[src/rtl/uart_rx.sv]
// uart_rx -- 8N1 UART receiver with 16x oversampling and an FWFT receive FIFO.
//
// The serial line is synchronised through two flops and oversampled by a tick
// generator running at 16 ticks per bit. Each bit is decided by a 3-sample
// majority vote taken at ticks t7, t8 and t9. Received bytes go into a
// first-word-fall-through FIFO that is read over a valid/ready stream.
//
// Optional feature: define UART_RX_PARITY_EN to receive 8E1 frames. A parity
// bit then follows the data bits. A byte whose parity is wrong is discarded
// and reported on frame_err_o at the stop-bit decision.
//
// Ports:
//   clk_i       system clock
//   rst_i       asynchronous reset, active-high
//   srst_i      synchronous clear, same effect as rst_i
//   uart_rx_i   serial line, idle high, asynchronous to clk_i
//   out_val_o   FIFO not empty
//   out_data_o  FIFO head byte (0 while the FIFO is empty)
//   out_rdy_i   consumer ready; a pop happens on out_val_o & out_rdy_i
//   count_o     current FIFO occupancy
//   frame_err_o one-cycle pulse on a bad stop bit (or on a parity error)
//   overrun_o   sticky: a byte was dropped because the FIFO was full
module uart_rx #(
   parameter int CLK_HZ     = 12_000_000,
   parameter int BAUD       = 115_200,
   parameter int FIFO_DEPTH = 16
) (
   input  logic                          clk_i,
   input  logic                          rst_i,
   input  logic                          srst_i,
   input  logic                          uart_rx_i,
   output logic                          out_val_o,
   output logic [7:0]                    out_data_o,
   input  logic                          out_rdy_i,
   output logic [$clog2(FIFO_DEPTH):0]   count_o,
   output logic                          frame_err_o,
   output logic                          overrun_o
);

   localparam int DIV = (CLK_HZ + 8 * BAUD) / (16 * BAUD);
   localparam int DW  = (DIV > 2) ? $clog2(DIV) : 1;
   localparam int AW  = $clog2(FIFO_DEPTH);

   localparam logic [DW-1:0] DIV_LAST   = DW'(DIV - 1);
   localparam logic [AW:0]   FULL_COUNT = (AW + 1)'(FIFO_DEPTH);

   if (DIV < 2) begin : g_bad_div
      $error("uart_rx: clock divider DIV must be at least 2");
   end
   if ((FIFO_DEPTH < 2) || ((FIFO_DEPTH & (FIFO_DEPTH - 1)) != 0)) begin : g_bad_depth
      $error("uart_rx: FIFO_DEPTH must be a power of 2 and at least 2");
   end

   localparam logic [2:0] S_IDLE   = 3'd0;
   localparam logic [2:0] S_START  = 3'd1;
   localparam logic [2:0] S_DATA   = 3'd2;
   localparam logic [2:0] S_STOP   = 3'd3;
   localparam logic [2:0] S_BREAK  = 3'd4;
`ifdef UART_RX_PARITY_EN
   localparam logic [2:0] S_PARITY = 3'd5;
`endif

   // ---------------------------------------------------------------
   // Input synchroniser and start-edge detection
   // ---------------------------------------------------------------
   logic       sync1;
   logic       line;
   logic       line_prev;
   logic [1:0] settle;

   // line_prev only tracks the line once the synchroniser has refilled after a
   // reset. Until then it reads 0, so a line that is still low when reset is
   // released has to be seen high before it can produce a start edge.
   always_ff @(posedge clk_i or posedge rst_i) begin
      if (rst_i) begin
         sync1     <= 1'b1;
         line      <= 1'b1;
         settle    <= 2'b00;
         line_prev <= 1'b0;
      end else if (srst_i) begin
         sync1     <= 1'b1;
         line      <= 1'b1;
         settle    <= 2'b00;
         line_prev <= 1'b0;
      end else begin
         sync1     <= uart_rx_i;
         line      <= sync1;
         settle    <= {settle[0], 1'b1};
         line_prev <= settle[1] ? line : 1'b0;
      end
   end

   // ---------------------------------------------------------------
   // Tick generator, bit sampling and receive FSM
   // ---------------------------------------------------------------
   logic [2:0]    state;
   logic [DW-1:0] div_cnt;
   logic [3:0]    phase;
   logic [2:0]    bit_idx;
   logic [3:0]    high_cnt;
   logic          samp7;
   logic          samp8;
   logic [7:0]    shift;
   logic          tick;
   logic          at_t7;
   logic          at_t8;
   logic          at_t9;
   logic          at_t15;
   logic          maj;
   logic          start_edge;
   logic          stop_decide;
   logic          push_req;
   logic          frame_err_set;

   assign tick       = (div_cnt == DIV_LAST);
   assign at_t7      = tick && (phase == 4'd7);
   assign at_t8      = tick && (phase == 4'd8);
   assign at_t9      = tick && (phase == 4'd9);
   assign at_t15     = tick && (phase == 4'd15);
   // The third sample is the live line value at t9.
   assign maj        = (samp7 & samp8) | (samp7 & line) | (samp8 & line);
   assign start_edge = (state == S_IDLE) && line_prev && !line;
   assign stop_decide = (state == S_STOP) && at_t9;

`ifdef UART_RX_PARITY_EN
   logic par_ok;
   assign push_req      = stop_decide && maj && par_ok;
   assign frame_err_set = stop_decide && !(maj && par_ok);
`else
   assign push_req      = stop_decide && maj;
   assign frame_err_set = stop_decide && !maj;
`endif

   always_ff @(posedge clk_i or posedge rst_i) begin
      if (rst_i) begin
         state       <= S_IDLE;
         div_cnt     <= '0;
         phase       <= '0;
         bit_idx     <= '0;
         high_cnt    <= '0;
         frame_err_o <= 1'b0;
      end else if (srst_i) begin
         state       <= S_IDLE;
         div_cnt     <= '0;
         phase       <= '0;
         bit_idx     <= '0;
         high_cnt    <= '0;
         frame_err_o <= 1'b0;
      end else begin
         frame_err_o <= frame_err_set;
         if (start_edge) begin
            // Realign bit timing to the falling edge of the start bit.
            div_cnt <= '0;
            phase   <= '0;
            state   <= S_START;
         end else begin
            div_cnt <= tick ? '0 : div_cnt + 1'b1;
            if (tick) begin
               phase <= phase + 1'b1;
            end
            case (state)
               S_IDLE: begin
               end
               S_START: begin
                  if (at_t9 && maj) begin
                     state <= S_IDLE;
                  end else if (at_t15) begin
                     state   <= S_DATA;
                     bit_idx <= '0;
                  end
               end
               S_DATA: begin
                  if (at_t15) begin
                     if (bit_idx == 3'd7) begin
`ifdef UART_RX_PARITY_EN
                        state <= S_PARITY;
`else
                        state <= S_STOP;
`endif
                     end else begin
                        bit_idx <= bit_idx + 1'b1;
                     end
                  end
               end
`ifdef UART_RX_PARITY_EN
               S_PARITY: begin
                  if (at_t15) begin
                     state <= S_STOP;
                  end
               end
`endif
               S_STOP: begin
                  // Decide at t9 so the next start edge is never missed.
                  if (at_t9) begin
                     state    <= maj ? S_IDLE : S_BREAK;
                     high_cnt <= '0;
                  end
               end
               S_BREAK: begin
                  if (!line) begin
                     high_cnt <= '0;
                  end else if (tick) begin
                     if (high_cnt == 4'd15) begin
                        state <= S_IDLE;
                     end else begin
                        high_cnt <= high_cnt + 1'b1;
                     end
                  end
               end
               default: state <= S_IDLE;
            endcase
         end
      end
   end

   // Sample and shift registers carry data only and need no reset: each is
   // written before the FSM ever consumes it.
   always_ff @(posedge clk_i) begin
      if (at_t7) begin
         samp7 <= line;
      end
      if (at_t8) begin
         samp8 <= line;
      end
      if ((state == S_DATA) && at_t9) begin
         shift <= {maj, shift[7:1]};
      end
`ifdef UART_RX_PARITY_EN
      // Even parity: the parity bit equals the XOR of the data bits.
      if ((state == S_PARITY) && at_t9) begin
         par_ok <= (maj == (^shift));
      end
`endif
   end

   // ---------------------------------------------------------------
   // First-word-fall-through receive FIFO
   // ---------------------------------------------------------------
   logic [7:0]    mem [FIFO_DEPTH];
   logic [AW-1:0] wr_ptr;
   logic [AW-1:0] rd_ptr;
   logic [AW:0]   count;
   logic          full;
   logic          pop;
   logic          push;

   assign full = (count == FULL_COUNT);
   assign pop  = out_val_o && out_rdy_i;
   // A same-cycle pop frees a slot, so a push into a full FIFO still succeeds.
   assign push = push_req && (!full || pop);

   always_ff @(posedge clk_i or posedge rst_i) begin
      if (rst_i) begin
         wr_ptr    <= '0;
         rd_ptr    <= '0;
         count     <= '0;
         overrun_o <= 1'b0;
      end else if (srst_i) begin
         wr_ptr    <= '0;
         rd_ptr    <= '0;
         count     <= '0;
         overrun_o <= 1'b0;
      end else begin
         if (push) begin
            wr_ptr <= wr_ptr + 1'b1;
         end
         if (pop) begin
            rd_ptr <= rd_ptr + 1'b1;
         end
         if (push && !pop) begin
            count <= count + 1'b1;
         end else if (pop && !push) begin
            count <= count - 1'b1;
         end
         if (push_req && full && !pop) begin
            overrun_o <= 1'b1;
         end
      end
   end

   always_ff @(posedge clk_i) begin
      if (push) begin
         mem[wr_ptr] <= shift;
      end
   end

   assign out_val_o  = (count != '0);
   assign out_data_o = out_val_o ? mem[rd_ptr] : 8'h00;
   assign count_o    = count;

endmodule
[config.mk]
export PLATFORM = sky130hd
export DESIGN_NAME = uart_rx
export DESIGN_NICKNAME = d
export VERILOG_FILES = /design/src/rtl/uart_rx.sv
export SDC_FILE = /design/constraint.sdc
export NUM_CORES = 1
export LEC_CHECK = 0
export CAP_MARGIN = 20
export CORE_MARGIN = 2
export CORE_UTILIZATION = 53
export CTS_BUF_LIST = sky130_fd_sc_hd__clkbuf_8
export DETAILED_ROUTE_END_ITERATION = 10
export PLACE_DENSITY = 0.73
export SLEW_MARGIN = 40
export SYNTH_ARGS = -nofsm -noshare
export SYNTH_HDL_FRONTEND = slang
export SYNTH_SLANG_ARGS = --single-unit
[constraint.sdc]
create_clock -name clk_i -period 2.8 [get_ports clk_i]
set_input_delay 0.42 -clock clk_i [delete_from_list [all_inputs] [get_ports clk_i]]
set_output_delay 0.42 -clock clk_i [all_outputs]
set_load 0.02 [all_outputs]
==> results_dict.tcl, run 1 <==
set metrics [dict create \
    status "complete, but fails checks" \
    violations "setup timing" \
    synth.top_cell.area_share_pct 55.7 \
    die_w_um 122 \
    gp_congestion 0.761 \
    ys_ff_latch 175 \
    tns_ns -0.320 \
    rsz0062_at_grt "true" \
    skew_ns 0.00997 \
    start_kind "flop" \
    syn_inst 437 \
    power_switching_mw 1.71 \
    cts_inserted_buffers 17 \
    worstSetupPathType "reg -> out" \
    period_needed_ns 2.86 \
    n_antenna_cell 0 \
    ys_types 55 \
    rows 43 \
    clkPwrFrac_pct 29.0 \
    worstReg2RegStart "count_o[1]" \
    cts.clk_slew.worst_paths_ns 0.09 \
    cp_max_fo 5 \
    drtIter0Drc 503 \
    maxCapViolCount 0 \
    cts_max_level 4 \
    worst_setup_path_end_kind "output pin" \
    wl_per_cell_um 21.5 \
    grt_overflow_total 0 \
    synthFlopType "edfxtp_1" \
    p_leak_nw 3.12 \
    ys_seq_area_share_pct 68.2 \
    setup_ws_ns -0.0599 \
    cellPowerDensity_nw_per_um2 735 \
    seq_power_share_pct 44.8 \
    ctsHoldBuffers 0 \
    fp.dieH_um 122 \
    crit_arrival_ns 2.44 \
    yosys.area.top_type "edfxtp_1" \
    grt_pass1_wl_mm 24.0 \
    setup-violations-final 8 \
    layout-drive-gt1-share_pct 29.1 \
    fmax_mhz 350 \
    cts.sinks 175 \
    antenna_found_initial 0 \
    root_buffer "clkbuf_8" \
    io_pins 21 \
    totalWireLength_mm 15.1 \
    utilization_pct 63.1 \
    grt_pass1_vias 4268 \
    syn_to_final_growth_pct 16.9 \
    drc 0 \
    fillCellCount 980 \
    synth.area.top_cells "edfxtp_1, mux4_2, dfrtp_1, ha_1, nor2_1" \
    clk_latency_ns 0.45 \
    syn_area_um2 7440 \
    nets 530 \
    die_area_um2 15000 \
    vias 4084 \
    hp-class "in -> async" \
    synth_nets 458 \
    synthArstFlopShare_pct 21.1 \
    crit_start "rd_ptr[0]" \
    post-place-ws_ns -0.0222 \
    required_ns 2.38 \
    viasPerCell 5.82 \
    ys_warn_count 0 \
    comb_power_share_pct 26.3 \
    dpl.hpwl_mm 10.2 \
    start_util_pct 54.0 \
    sw_frac_of_total_pct 26.7 \
    cts_tree "done" \
    clockBufferDepth 2 \
    rrSetupSlack_ns 0.16 \
    fin_crit_sh_pct 102 \
    finalHoldViolations 0 \
    synth_edf_count 138 \
    io_buffers 20 \
    synth_area_per_cell_um2 17.0 \
    worstMarginPinSlew_ns 0.800 \
    internal_power_mw 4.69 \
    grtUsageTotal_pct 22.4 \
    slew_viol_final 0 \
    ir_drop_mv 0.318 \
    ant_nets 0 \
    grt_max_degree 36 \
    maxSlewHeadroom_pct 46.5 \
    design.core.area_um2 13800 \
    dr.pass1.iters 5 \
]
==> cells in the mapped netlist, types with 4 or more instances <==
master      n
o21ai_0     4
or3_1       4
buf_4       5
nand3_1    10
edfxtp_1  138
nor4_1     13
or2_2       5
nand2_1    12
nor2_1     28
and2_1     13
xor2_1      7
a21oi_1    10
nor3_1      4
inv_1      17
ha_1       15
mux2i_1     8
dfrtp_1    35
nand4_1     5
mux4_2     40
nand2b_1    5
clkbuf_1    8
==> logic make-up after synthesis <==
logic type               share of synthesized area (%)
AND/OR/NAND/NOR                                   8.85
AO/OA/AOI/OAI                                     2.84
multiplexers                                      13.6
buffers and inverters                             2.36
flip-flops                                        68.2
adder cells (fa/ha/maj)                           2.93
XOR/XNOR                                          1.18
==> final timing paths <==
kind / to / depth (start not counted)
max: out_data_o[5] / 6
min: div_cnt[2] / 2
max reg2reg: count_o[4] / 9
min reg2reg: settle[1] / 1
max in group asynchronous: line / 3
min in group clk_i: settle[1] / 1
==> placed cells by master, fill, tap and decap left out, types with 5 or more instances in the layout <==
| cell | synthesis | layout |
|---|---|---|
| nand2_1 | 12 | 12 |
| clkbuf_8 | 0 | 18 |
| xor2_1 | 7 | 7 |
| dfrtp_1 | 35 | 32 |
| nor2_1 | 28 | 28 |
| a21oi_1 | 10 | 9 |
| mux4_2 | 40 | 40 |
| clkdlybuf4s50_1 | 0 | 11 |
| mux2i_1 | 8 | 8 |
| and2_1 | 13 | 8 |
| buf_6 | 2 | 8 |
| or2_2 | 5 | 5 |
| nor4_1 | 13 | 13 |
| ha_1 | 15 | 15 |
| inv_1 | 17 | 21 |
| nand4_1 | 5 | 5 |
| and2_4 | 0 | 5 |
| edfxtp_1 | 138 | 138 |
| buf_4 | 5 | 44 |
| nand3_1 | 10 | 10 |
==> per-stage QoR <==
stage	instance area, um2	cells	hold slack [ns]	power, mW
finish	8700	702	0.328	6.39
global route	8700	702	0.383	6.65
CTS	8670	703	0.318	6.37
detailed placement	8160	666	0.461	4.47
global placement	8160	666	0.445	4.43
floorplan	7440	437	0.439	3.89
==> routing by layer <==
| metal | share of wire (%) | GRT usage, % |
|---|---|---|
| met2 | 53 | 38.0 |
| met4 | 2.5 | 9.05 |
| met5 | 0 | 0 |
| met1 | 40 | 28.2 |
| met3 | 4.6 | 4.97 |
==> what timing repair did <==
action,CTS,global route
gates resized for setup,53,12
setup buffers,6,1
setup endpoints to repair,9,9
pin swaps,0,1
cloned,1,0
==> final cells by class <==
type                    count  area (um2)  share of cell area (%)
clock buffers              18         248                    2.85
inverters                  17        63.8                   0.734
repair buffers             73         687                    7.90
flip-flops and latches    175        5080                    58.4
multi-input cells         225        2220                    25.5
clock inverters            14         175                    2.01
well taps                 180         225                    2.59
==> registers in the layout (all words and copies together), names as in the netlist <==
| register | count |
|---|---|
| rd_ptr | 4 |
| samp7 | 1 |
| frame_err_o | 1 |
| line | 1 |
| wr_ptr | 4 |
| line_prev | 1 |
| mem | 128 |
| shift | 8 |
| phase | 4 |
| div_cnt | 3 |
| bit_idx | 3 |
| high_cnt | 4 |
| count_o | 5 |
| samp8 | 1 |
| sync1 | 1 |
| state | 3 |
| settle | 2 |
| overrun_o | 1 |
==> worst max-delay path: stages (launching register included) <==
cell and delay (ns):
dfrtp_2 0.41, buf_6 0.15, buf_12 0.13, mux4_2 0.50, mux4_2 0.50, and2_4 0.18, buf_6 0.12
==> power by group through the flow <==
stage	Sequential (mW)	Combinational, mW	Clock, mW
6_report	2.86	1.68	1.85
5_1_grt	2.87	1.80	1.99
4_1_cts	2.86	1.64	1.88
3_5_place_dp	2.92	1.55	0
3_3_place_gp	2.92	1.51	0
2_1_floorplan	2.96	0.930	0
Power figures use the tool's default switching activity.
==> run 2: changes to the inputs <==
CORE_UTILIZATION = 30   (was 53)
PLACE_DENSITY = unset   (was 0.73)
PLACE_DENSITY_LB_ADDON = 0.15   (was unset)
clock period = 3 ns   (was 2.8 ns; I/O delays follow)
==> results_dict.tcl, run 2 (synthesis gave the netlist of run 1 again) <==
set metrics [dict create \
    r2r-end "count_o[4]" \
    gp_congestion 0.801 \
    io_buffers 20 \
    met3WireLength_um 482 \
    rrSetupSlack_ns 0.19 \
    cts_inserted_buffers 17 \
    post-place-ws_ns 0.0638 \
    antenna_found_initial 0 \
    power_switching_mw 1.68 \
    internal_power_mw 4.13 \
    setup-violations-final 0 \
    die_area_um2 26100 \
    status "finished clean" \
    dr_wl_met2_mm 7.91 \
    skew_ns 0.0170 \
    finalHoldViolations 0 \
    placedCellCount 793 \
    grtUsageTotal_pct 12.8 \
    p_leak_nw 3.00 \
    cts.clk_slew.worst_paths_ns 0.10 \
    worstSetupPathType "reg -> out" \
    io_pins 21 \
    crit_arrival_ns 2.52 \
    final_common_cell "edfxtp_1" \
    cts_tree "done" \
    totalWireLength_mm 15.8 \
    cp_max_fo 5 \
    clk_latency_ns 0.45 \
    final_cell_mix "edfxtp_1, mux4_2, dfrtp_1" \
    fillCellCount 2280 \
    rows 57 \
    worstMarginPinSlew_ns 0.710 \
    comb_power_share_pct 25.2 \
    grt_max_degree 36 \
    root_buffer "clkbuf_8" \
    drtIter0Drc 356 \
    start_util_pct 30.6 \
    worst_r2r_path_depth 9 \
    nets 517 \
    ir_drop_mv 0.218 \
    largest-register "mem" \
    dr.pass1.iters 4 \
    grt_overflow_total 0 \
    worst_setup_path_end_kind "output pin" \
    p_total_mw 5.81 \
    ant_nets 0 \
    hp-class "in -> async" \
    required_ns 2.55 \
    clkPwrFrac_pct 28.5 \
    maxCapViolCount 0 \
    tns_ns 0 \
    worstReg2RegStart "count_o[1]" \
    wl_per_cell_um 19.0 \
    fmax_mhz 337 \
    sw_frac_of_total_pct 28.9 \
    maxSlewHeadroom_pct 52.4 \
    slew_viol_final 0 \
    drc 0 \
    layout-drive-gt1-share_pct 28.0 \
    n_antenna_cell 0 \
    met1_length_mm 7.21 \
    grt_pass1_wl_mm 24.9 \
    fin_crit_sh_pct 99.0 \
    viasPerCell 4.75 \
    cts_max_level 4 \
    instances_no_fill 832 \
    vias 3952 \
    maxUsedRoutingLayer "met4" \
    syn_to_final_growth_pct 17.7 \
    rsz0062_at_grt "true" \
    dpl.hpwl_mm 9.97 \
    die_w_um 161 \
    grt_pass1_vias 4094 \
    cts.sinks 175 \
    cellPowerDensity_nw_per_um2 664 \
    largest_reg_flops 128 \
    clockBufferDepth 2 \
    design.core.area_um2 24300 \
    seq_power_share_pct 46.2 \
    fp.dieH_um 161 \
    start_kind "flop" \
    period_needed_ns 2.97 \
    setup_ws_ns 0.0307 \
]
-- run 2: worst max path at each step --
| stage | start | end | slack, ns |
|---|---|---|---|
| 6_report | rd_ptr[0] | out_data_o[3] | 0.03 |
| 5_1_grt | rd_ptr[0] | out_data_o[7] | -0.05 |
| 4_1_cts | rd_ptr[0] | out_data_o[3] | -0.02 |
| 3_5_place_dp | out_rdy_i | count_o[4] | 0.06 |
| 3_3_place_gp | count_o[1] | count_o[4] | 0.14 |
| 2_1_floorplan | count_o[1] | count_o[4] | 0.13 |
-- run 2: per-layer routing --
metal	up-vias	track usage, %
met2	72	20.7
li1	1814	-
met4	0	3.94
met3	14	2.65
met5	-	0
met1	2052	17.5
-- run 2: metrics by stage --
| step | hold WS, ns | area, um2 | utilization (%) |
|---|---|---|---|
| 2_1_floorplan | 0.439 | 7440 | - |
| 3_3_place_gp | 0.449 | 8270 | 34.0 |
| 3_5_place_dp | 0.456 | 8270 | 34.0 |
| 4_1_cts | 0.420 | 8730 | 35.9 |
| 5_1_grt | 0.336 | 8750 | 36.0 |
| 6_report | 0.323 | 8750 | 36.0 |
-- run 2: timing repair --
| item | 4_1_cts | 5_1_grt |
|---|---|---|
| pin swaps | 0 | 0 |
| hold buffers | 0 | 0 |
| setup buffers | 6 | 0 |
| gates cloned | 1 | 1 |
| endpoints found under the setup margin | 8 | 8 |
| gates resized for setup | 29 | 6 |
-- run 2: power groups by stage --
stage	registers, mW	logic [mW]	clock network [mW]
finish	2.69	1.47	1.66
global route	2.69	1.58	1.81
CTS	2.69	1.48	1.71
detailed placement	2.75	1.44	0
global placement	2.75	1.43	0
floorplan	2.76	0.858	0
-- run 2: worst max-delay path: stages, from the launching register on --
cell     delay (ns)
dfrtp_2        0.43
buf_6          0.14
buf_12         0.14
buf_12         0.12
mux4_2         0.42
mux4_2         0.47
and2_1         0.19
buf_4          0.16
-- run 2: cell type report --
type,count,area (um2),share of cell area (%)
clock buffers,17,234,2.67
clock inverters,14,158,1.80
inverters,17,63.8,0.729
multi-input cells,225,2250,25.7
flip-flops and latches,175,5070,58.0
well taps,324,405,4.63
repair buffers,60,572,6.53
